<file path="config.mk">
export PLATFORM = sky130hd
export DESIGN_NAME = i2c_controller
export DESIGN_NICKNAME = d
export VERILOG_FILES = /design/src/rtl/i2c_pkg.sv /design/src/rtl/i2c_quarter_timer.sv /design/src/rtl/i2c_controller.sv
export SDC_FILE = /design/constraint.sdc
export NUM_CORES = 1
export LEC_CHECK = 0
export ABC_AREA = 1
export ABC_CLOCK_PERIOD_IN_PS = 3600
export CORE_AREA = 2 2 88 90
export DETAILED_ROUTE_END_ITERATION = 16
export DIE_AREA = 0 0 90 92
export PLACE_DENSITY = 0.58
export SLEW_MARGIN = 20
export SYNTH_ARGS = -nofsm -noshare
export SYNTH_HDL_FRONTEND = slang
export SYNTH_SLANG_ARGS = --single-unit
</file>
<file path="constraint.sdc">
create_clock -name clk -period 3.6 [get_ports clk]
set_input_delay 0.72 -clock clk [delete_from_list [all_inputs] [get_ports clk]]
set_output_delay 0.72 -clock clk [all_outputs]
set_load 0.02 [all_outputs]
</file>
<file path="src/rtl/i2c_pkg.sv">
// i2c_pkg: shared definitions for the I2C controller slice.
// Holds the FSM state encoding, R/W bit values and the known peripheral addresses.
package i2c_pkg;

    typedef enum logic [3:0] {
        IDLE,
        START,
        ADDR,
        ADDR_ACK,
        WRITE,
        WACK,
        READ,
        RNACK,
        STOP
    } state_e;

    localparam logic RW_READ  = 1'b1;
    localparam logic RW_WRITE = 1'b0;

    localparam logic [6:0] PERIPH_ADDR_A = 7'h55;
    localparam logic [6:0] PERIPH_ADDR_B = 7'h2A;
    localparam logic [6:0] PERIPH_ADDR_C = 7'h3F;

endpackage

</file>
<file path="src/rtl/i2c_quarter_timer.sv">
// i2c_quarter_timer: divides clk into SCL quarter periods.
// Ports: clk, reset (sync, active-high), clear_i (restart divider and phase),
//        tick_o (last clk of the current quarter), phase_o (quarter index 0..3).
module i2c_quarter_timer #(
    parameter int CLK_DIV = 4
) (
    input  logic       clk,
    input  logic       reset,
    input  logic       clear_i,
    output logic       tick_o,
    output logic [1:0] phase_o
);

    localparam int DW = $clog2(CLK_DIV);

    logic [DW-1:0] div_q, div_d;
    logic [1:0]    phase_q, phase_d;

    always_comb begin
        tick_o  = div_q == DW'(CLK_DIV - 1);
        div_d   = (clear_i || tick_o) ? '0 : div_q + 1'b1;
        phase_d = clear_i ? 2'd0 : tick_o ? phase_q + 2'd1 : phase_q;
        phase_o = phase_q;
    end

    always_ff @(posedge clk) begin
        if (reset) begin
            div_q   <= '0;
            phase_q <= 2'd0;
        end else begin
            div_q   <= div_d;
            phase_q <= phase_d;
        end
    end

endmodule

</file>
<file path="src/rtl/i2c_controller.sv">
// i2c_controller: single-byte I2C initiator (START, addr+R/W, ACK, one data byte, STOP).
// Ports: clk, reset (sync, active-high); request: start, rw, addr, wdata;
//        status: busy, done, ack_error, rdata; bus: scl_out, sda_oe (1=pull low), sda_in.
module i2c_controller
    import i2c_pkg::*;
#(
    parameter int CLK_DIV = 4
) (
    input  logic       clk,
    input  logic       reset,
    input  logic       start,
    input  logic       rw,
    input  logic [6:0] addr,
    input  logic [7:0] wdata,
    output logic       busy,
    output logic       done,
    output logic       ack_error,
    output logic [7:0] rdata,
    output logic       scl_out,
    output logic       sda_oe,
    input  logic       sda_in
);

    state_e     state_q, state_d;
    logic [3:0] bit_q, bit_d;
    logic [7:0] shift_q, shift_d;
    logic [7:0] wdata_q, wdata_d;
    logic [7:0] rdata_q, rdata_d;
    logic       rw_q, rw_d;
    logic       ack_error_q, ack_error_d;
    logic       busy_q, busy_d;
    logic       done_q, done_d;
    logic       tick, clear;
    logic [1:0] phase;
    logic       sample, bit_end;

    i2c_quarter_timer #(.CLK_DIV(CLK_DIV)) u_timer (
        .clk     (clk),
        .reset   (reset),
        .clear_i (clear),
        .tick_o  (tick),
        .phase_o (phase)
    );

    // SDA is sampled on the last clk of Q2; a bit slot ends on the last clk of Q3.
    assign sample  = tick && phase == 2'd2;
    assign bit_end = tick && phase == 2'd3;

    always_comb begin
        state_d     = state_q;
        bit_d       = bit_q;
        shift_d     = shift_q;
        wdata_d     = wdata_q;
        rdata_d     = rdata_q;
        rw_d        = rw_q;
        ack_error_d = ack_error_q;
        busy_d      = busy_q;
        done_d      = 1'b0;
        clear       = 1'b0;
        case (state_q)
            IDLE: begin
                if (start) begin
                    state_d     = START;
                    rw_d        = rw;
                    wdata_d     = wdata;
                    shift_d     = {addr, rw};
                    ack_error_d = 1'b0;
                    busy_d      = 1'b1;
                    clear       = 1'b1;
                end
            end
            START: begin
                // START lasts only two quarters, so the phase is restarted for ADDR.
                if (tick && phase == 2'd1) begin
                    state_d = ADDR;
                    bit_d   = 4'd0;
                    clear   = 1'b1;
                end
            end
            ADDR, WRITE: begin
                if (bit_end) begin
                    shift_d = {shift_q[6:0], 1'b0};
                    bit_d   = bit_q + 4'd1;
                    if (bit_q == 4'd7)
                        state_d = state_q == ADDR ? ADDR_ACK : WACK;
                end
            end
            READ: begin
                if (sample)
                    shift_d = {shift_q[6:0], sda_in};
                if (bit_end) begin
                    bit_d = bit_q + 4'd1;
                    if (bit_q == 4'd7)
                        state_d = RNACK;
                end
            end
            ADDR_ACK: begin
                if (sample && sda_in)
                    ack_error_d = 1'b1;
                if (bit_end) begin
                    bit_d   = 4'd0;
                    shift_d = wdata_q;
                    state_d = ack_error_q ? STOP : rw_q == RW_READ ? READ : WRITE;
                end
            end
            WACK, RNACK: begin
                if (state_q == WACK && sample && sda_in)
                    ack_error_d = 1'b1;
                if (bit_end) begin
                    bit_d   = 4'd0;
                    state_d = STOP;
                end
            end
            STOP: begin
                if (tick && phase == 2'd2) begin
                    state_d = IDLE;
                    done_d  = 1'b1;
                    busy_d  = 1'b0;
                    rdata_d = rw_q == RW_READ ? shift_q : rdata_q;
                end
            end
            default: state_d = IDLE;
        endcase
    end

    // Bus levels are a pure function of registered state, so a reset releases both lines next cycle.
    always_comb begin
        scl_out = 1'b1;
        sda_oe  = 1'b0;
        case (state_q)
            START: sda_oe = phase == 2'd1;
            ADDR, WRITE: begin
                scl_out = phase[1];
                sda_oe  = ~shift_q[7];
            end
            ADDR_ACK, WACK, READ, RNACK: scl_out = phase[1];
            STOP: begin
                scl_out = phase != 2'd0;
                sda_oe  = phase != 2'd2;
            end
            default: ;
        endcase
    end

    always_ff @(posedge clk) begin
        if (reset) begin
            state_q     <= IDLE;
            bit_q       <= 4'd0;
            shift_q     <= 8'h00;
            wdata_q     <= 8'h00;
            rdata_q     <= 8'h00;
            rw_q        <= 1'b0;
            ack_error_q <= 1'b0;
            busy_q      <= 1'b0;
            done_q      <= 1'b0;
        end else begin
            state_q     <= state_d;
            bit_q       <= bit_d;
            shift_q     <= shift_d;
            wdata_q     <= wdata_d;
            rdata_q     <= rdata_d;
            rw_q        <= rw_d;
            ack_error_q <= ack_error_d;
            busy_q      <= busy_d;
            done_q      <= done_d;
        end
    end

    assign busy      = busy_q;
    assign done      = done_q;
    assign ack_error = ack_error_q;
    assign rdata     = rdata_q;

endmodule

</file>
; After elaboration in Yosys (flattened, before gate mapping)
; Index checks and enable logic that the tools add are counted.
[totals]
word_cells = 107
inputBits = 20
ff_bits = 40
[op_classes]
mux = 35
n_eq_ne = 28
bitwise = 2
n_reduce_logical = 28
add_sub_neg = 3
[op_table]
columns = cell, count
row1 = $mux W4, 13
row2 = $mux W8, 4
row3 = $pmux W8 S4, 1
row4 = $pmux W4 S7, 1
row5 = $ne A2 B2 Y1 const B, 13
row6 = $eq A4 B3 Y1 const B, 5
row7 = $pmux W4 S3, 1
row8 = $reduce_or A2 Y1, 5
row9 = $reduce_and A9 Y1, 1
row10 = $eq A4 B2 Y1 const B, 2
row11 = $mux W1, 8
row12 = $reduce_and A4 Y1, 2
row13 = $eq A2 B2 Y1 const B, 3
row14 = $logic_and A1 B1 Y1, 6
row15 = $pmux W1 S2, 3
row16 = $pmux W1 S3, 2
row17 = $reduce_and A3 Y1, 2
row18 = $reduce_bool A3 Y1, 2
row19 = $reduce_or A3 Y1, 2
row20 = $reduce_or A6 Y1, 1
row21 = $reduce_and A5 Y1, 1
row22 = $add A2 B1 Y2 const B, 2
row23 = $add A4 B1 Y4 const B, 1
row24 = $eq A4 B1 Y1 const B, 1
row25 = other kinds (11), 14

; Longest topological paths before layout
[logic_depth]
depth_word = 6
depth_mapped = 11
depth_no_buf = 11

; Modules after synthesis
; From an unflattened synthesis, not the netlist that was laid out.
[hier_totals]
hier_cells = 288
hier_area_um2 = 1968.1
[modules_own_cells]
columns = mod, cells_per_inst, instances, seq_area_each_um2, area_each_um2
row1 = i2c_controller, 268, 1, 720.7, 1814.2
row2 = i2c_quarter_timer, 20, 1, 80.1, 153.9

; Worst setup path before layout
; No wires, ideal clock.
[synth_timing]
path_type = reg-to-output
startpoint = register state_q[3]
endpoint = output scl_out
n_path_buf = 0
stages_incl_launch_ff = 7
arrival_ps = 1276
slack_ps = 1604
path_cell_list = dfxtp_1 -> nor2_4 -> nand2_2 -> nand2_2 -> nor2_4 -> nor2_1 -> a21oi_1
[synth_between]
elab_chain_cells = 3
word_cells_on_any_way = 9
classes_between = 7 x eq/ne / 1 x mux / 1 x reduce/logical
[synth_lines]
columns = item, line
row1 = "start, declared", i2c_controller.sv:24  ; state_e state_q, state_d;
row2 = "start signal, assigned", i2c_controller.sv:157  ; state_q <= state_d;
row3 = $eq A4 B2 Y1 or $eq A4 B3 Y1 (tied branches), i2c_controller.sv:130  ; case (state_q)
row4 = $reduce_or A6 Y1 (no source line), -
row5 = $pmux W1 S2 *, i2c_controller.sv:130
row6 = "end, declared", i2c_controller.sv:19  ; output logic scl_out,
; Mark *: on every way between the ends. The rest lies on a longest branch, timed or not.

; Worst setup path after layout
; Same ends and word-level chain as after synthesis.

==> results.md <==
- Total GRT Usage: 12.5%
- Post-Syn Area: 2160 um2
- Seq/Total Area, Yosys: a little under two fifths
- Syn. warnings: 0
- P&R area growth vs syn: 24.0%
- M1 GR Usage: about 15%
- Vias in the first global route: 1876
- Slowest cell delay on critical path: 620 ps
- Setup Fix Bufs, Post-CTS: 0
- Die H: 92 um
- Worst flop-to-flop path endpoint: wdata_q[4]
- Fraction of the mapped netlist area in adder cells: under 10%
- Synth Area in Simple Gates: roughly a third
- RR Startpoint: state_q[3]
- Final setup fails: 0
- Max Root-Sink Buffers: 2
- Avg WL per Cell: 11.4 um
- Most common cell after layout, fill and taps aside: nand2_1
- Commonest non-fill, non-tap cells in the layout: 64 x nand2_1, 46 x nor2_1, 40 x dfxtp_1
- Pre-CTS setup slack: 931 ps
- Top Ports: 33
- Gates resized, CTS repair: 0
- Global-route wire length before repair: ~8500 um
- Final WS setup: 621 ps
- Die width: 90 um
- Met2 usage: 22.4%
- Slew @ Worst Pin: 574 ps
- Max Slew Vio Count: 0
- Clk slew on worst S/H paths: 80 ps
- # clock sinks: 40
- GR Util met3: 2.05%
- Endpoint, Worst Hold: u_timer.div_q[0]
- Worst EP required: 2880 ps
- Vias post-DR: 1991
- Largest family of logic cells by synthesized area: simple AND/OR/NAND/NOR gates
- Fraction of final layout cells with drive strength greater than 1: between 10% and 20%
- CTS tree: built
- Worst Path Buf+Inv: 1
- Register-to-Register Path Depth: 6
- 1st-iter DRT viols: 74
- Worst vdd ir: approximately 0.00024 V
- WP data arrival: about 2300 ps
- Total Routed Length: 5070 um
- Count of cell types in the netlist: 31
- Crit path max-delay family: simple AND/OR/NAND/NOR gates
- Drc violations: 0
- CTS buffer count: 5
- I/O Buffers: 32
- Number of routed nets with antenna violations: 0
- Hold Path Class: reg2reg
- Antenna diodes: 0
- Crit path kind: reg2out
- Largest net degree at the start of global routing: 21
- CTS root buffer: clkbuf_8
- Nets: 369
- Avg Cell Area, Syn: around 6.9 um2
- Hold Crit Depth: 1
- #FFs+latches synth: 40
- Leak Pwr: ~1.2 nW
- Syn Inst Count: 311
- RD Place Congestion: 0.830
- Mapped Nets: 337
- Unrepaired setup endpoints after global routing: false
- Core Footprint: 7450 um2
- Multiplexer share of the synthesized area: 0%
- Global route hottest layer: met2
- DPL Wire Length: 3880 um
- Die area: 8280 um2
- Pwr/cell area: 704 nW/um2
- Pre-antenna DRT Iters: 4
- CP Launch Type: register
- Grt total ovfl: 0
- H-Tree Depth: 2
- Initial antenna violation count: 0
- Outcome: finished, final reports clean
- Crit path capture type: primary output
- Max-cap violation count: 0
- Setup TNS: 0 ps
- Crit Path Max Fanout: 17
- Flop-to-flop setup slack: approximately 1900 ps
- Hold-fix buffer count after cts: 0
- Compound-Gate Fraction of Synth Area: between 10% and 20%
- Min Tclk post-route: 2980 ps
- Slowest CP cell: clkdlybuf4s50_1
- Worst clock skew: 8.18 ps
- Final Hold Viols: 0
- Slew headroom: 61.7%
- Cell Chain, Critical Path: nor2_4 > nand2_2 > nand2_2 > nor2_4 > nor2_1 > a21oi_1 > clkdlybuf4s50_1
- Crit share post-route: ~83%
- XOR/XNOR Fraction of Synth Area: 0%
- Worst hold start: u_timer.div_q[0]
- Vias per inst: 4.46
- Latest clock arrival within the worst-skew pair: 290 ps
- Initial Utilization: ~29%
- Max Freq: 0.336 GHz
- FP Rows: 32
[power by group]
group | internal, mW | switching (mW) | total [mW]
combinational | 0.311 | 0.579 | 0.889
sequential | 0.545 | 0.0690 | 0.614
clock | 0.209 | 0.172 | 0.381
total | 1.06 | 0.820 | 1.88
[cells in the mapped netlist (all sizes together)]
cell,n,area [um2]
a21oi,25,133
clkbuf,2,7.51
buf,6,45.0
dfxtp,40,801
or2,1,6.26
nand3b,1,7.51
nand4,4,25.0
a31oi,1,6.26
a211oi,1,7.51
o21ai,27,154
o211ai,4,30.0
nand3,16,95.1
nand2,75,319
inv,42,158
a31o,1,8.76
clkinv,2,7.51
nor2,57,275
ha,6,75.1
[how the worst max path moves through the flow]
stage | to | startpoint | slack (ps) | cells past startpoint
floorplan | scl_out | state_q[3] | 1600 | 6
global placement | scl_out | state_q[3] | 980 | 7
detailed placement | scl_out | state_q[3] | 930 | 7
CTS | scl_out | state_q[3] | 590 | 7
global route | scl_out | state_q[3] | 470 | 7
finish | scl_out | state_q[3] | 620 | 7
[metrics by stage]
| stage | util, % | area [um2] | cells | hold WS, ps | power (mW) |
|---|---|---|---|---|---|
| global placement | 34.4 | 2560 | 438 | 406 | 1.51 |
| detailed placement | 34.4 | 2560 | 438 | 412 | 1.52 |
| floorplan | - | 2160 | 311 | 398 | 1.31 |
| CTS | 36.0 | 2680 | 446 | 424 | 1.91 |
| finish | 36.0 | 2680 | 446 | 420 | 1.88 |
| global route | 36.0 | 2680 | 446 | 436 | 2.05 |
[logic make-up (layout without fill, tap and decap cells)]
kind of cell,Yosys count,after routing
compound gates,59,59
fa+ha+maj,6,6
simple gates,154,154
flops,40,40
buf+inv,52,85
[registers in the layout, indices dropped and copies added (netlist names)]
signal,count
busy,1
ack_error,1
bit_q,4
u_timer.div_q,2
rdata,8
wdata_q,8
done,1
state_q,4
shift_q,8
u_timer.phase_o,2
rw_q,1
[cell type report]
class | count | area [um2]
tap | 102 | 128
clock buffer | 5 | 68.8
sequential | 40 | 801
clock inverter | 3 | 46.3
fill | 845 | 4770
multi-input combinational | 219 | 1140
inverter | 44 | 165
timing repair buffer | 33 | 328
[routing by layer]
metal  wire, um  up-vias  share of wire (%)
met5          0        -                  0
met4         95        0                1.9
met3        141        8                2.8
met2       2520       35                 50
met1       2320      903                 46
li1           -     1045                  -
Note: power is estimated with default switching activity, not from simulation.
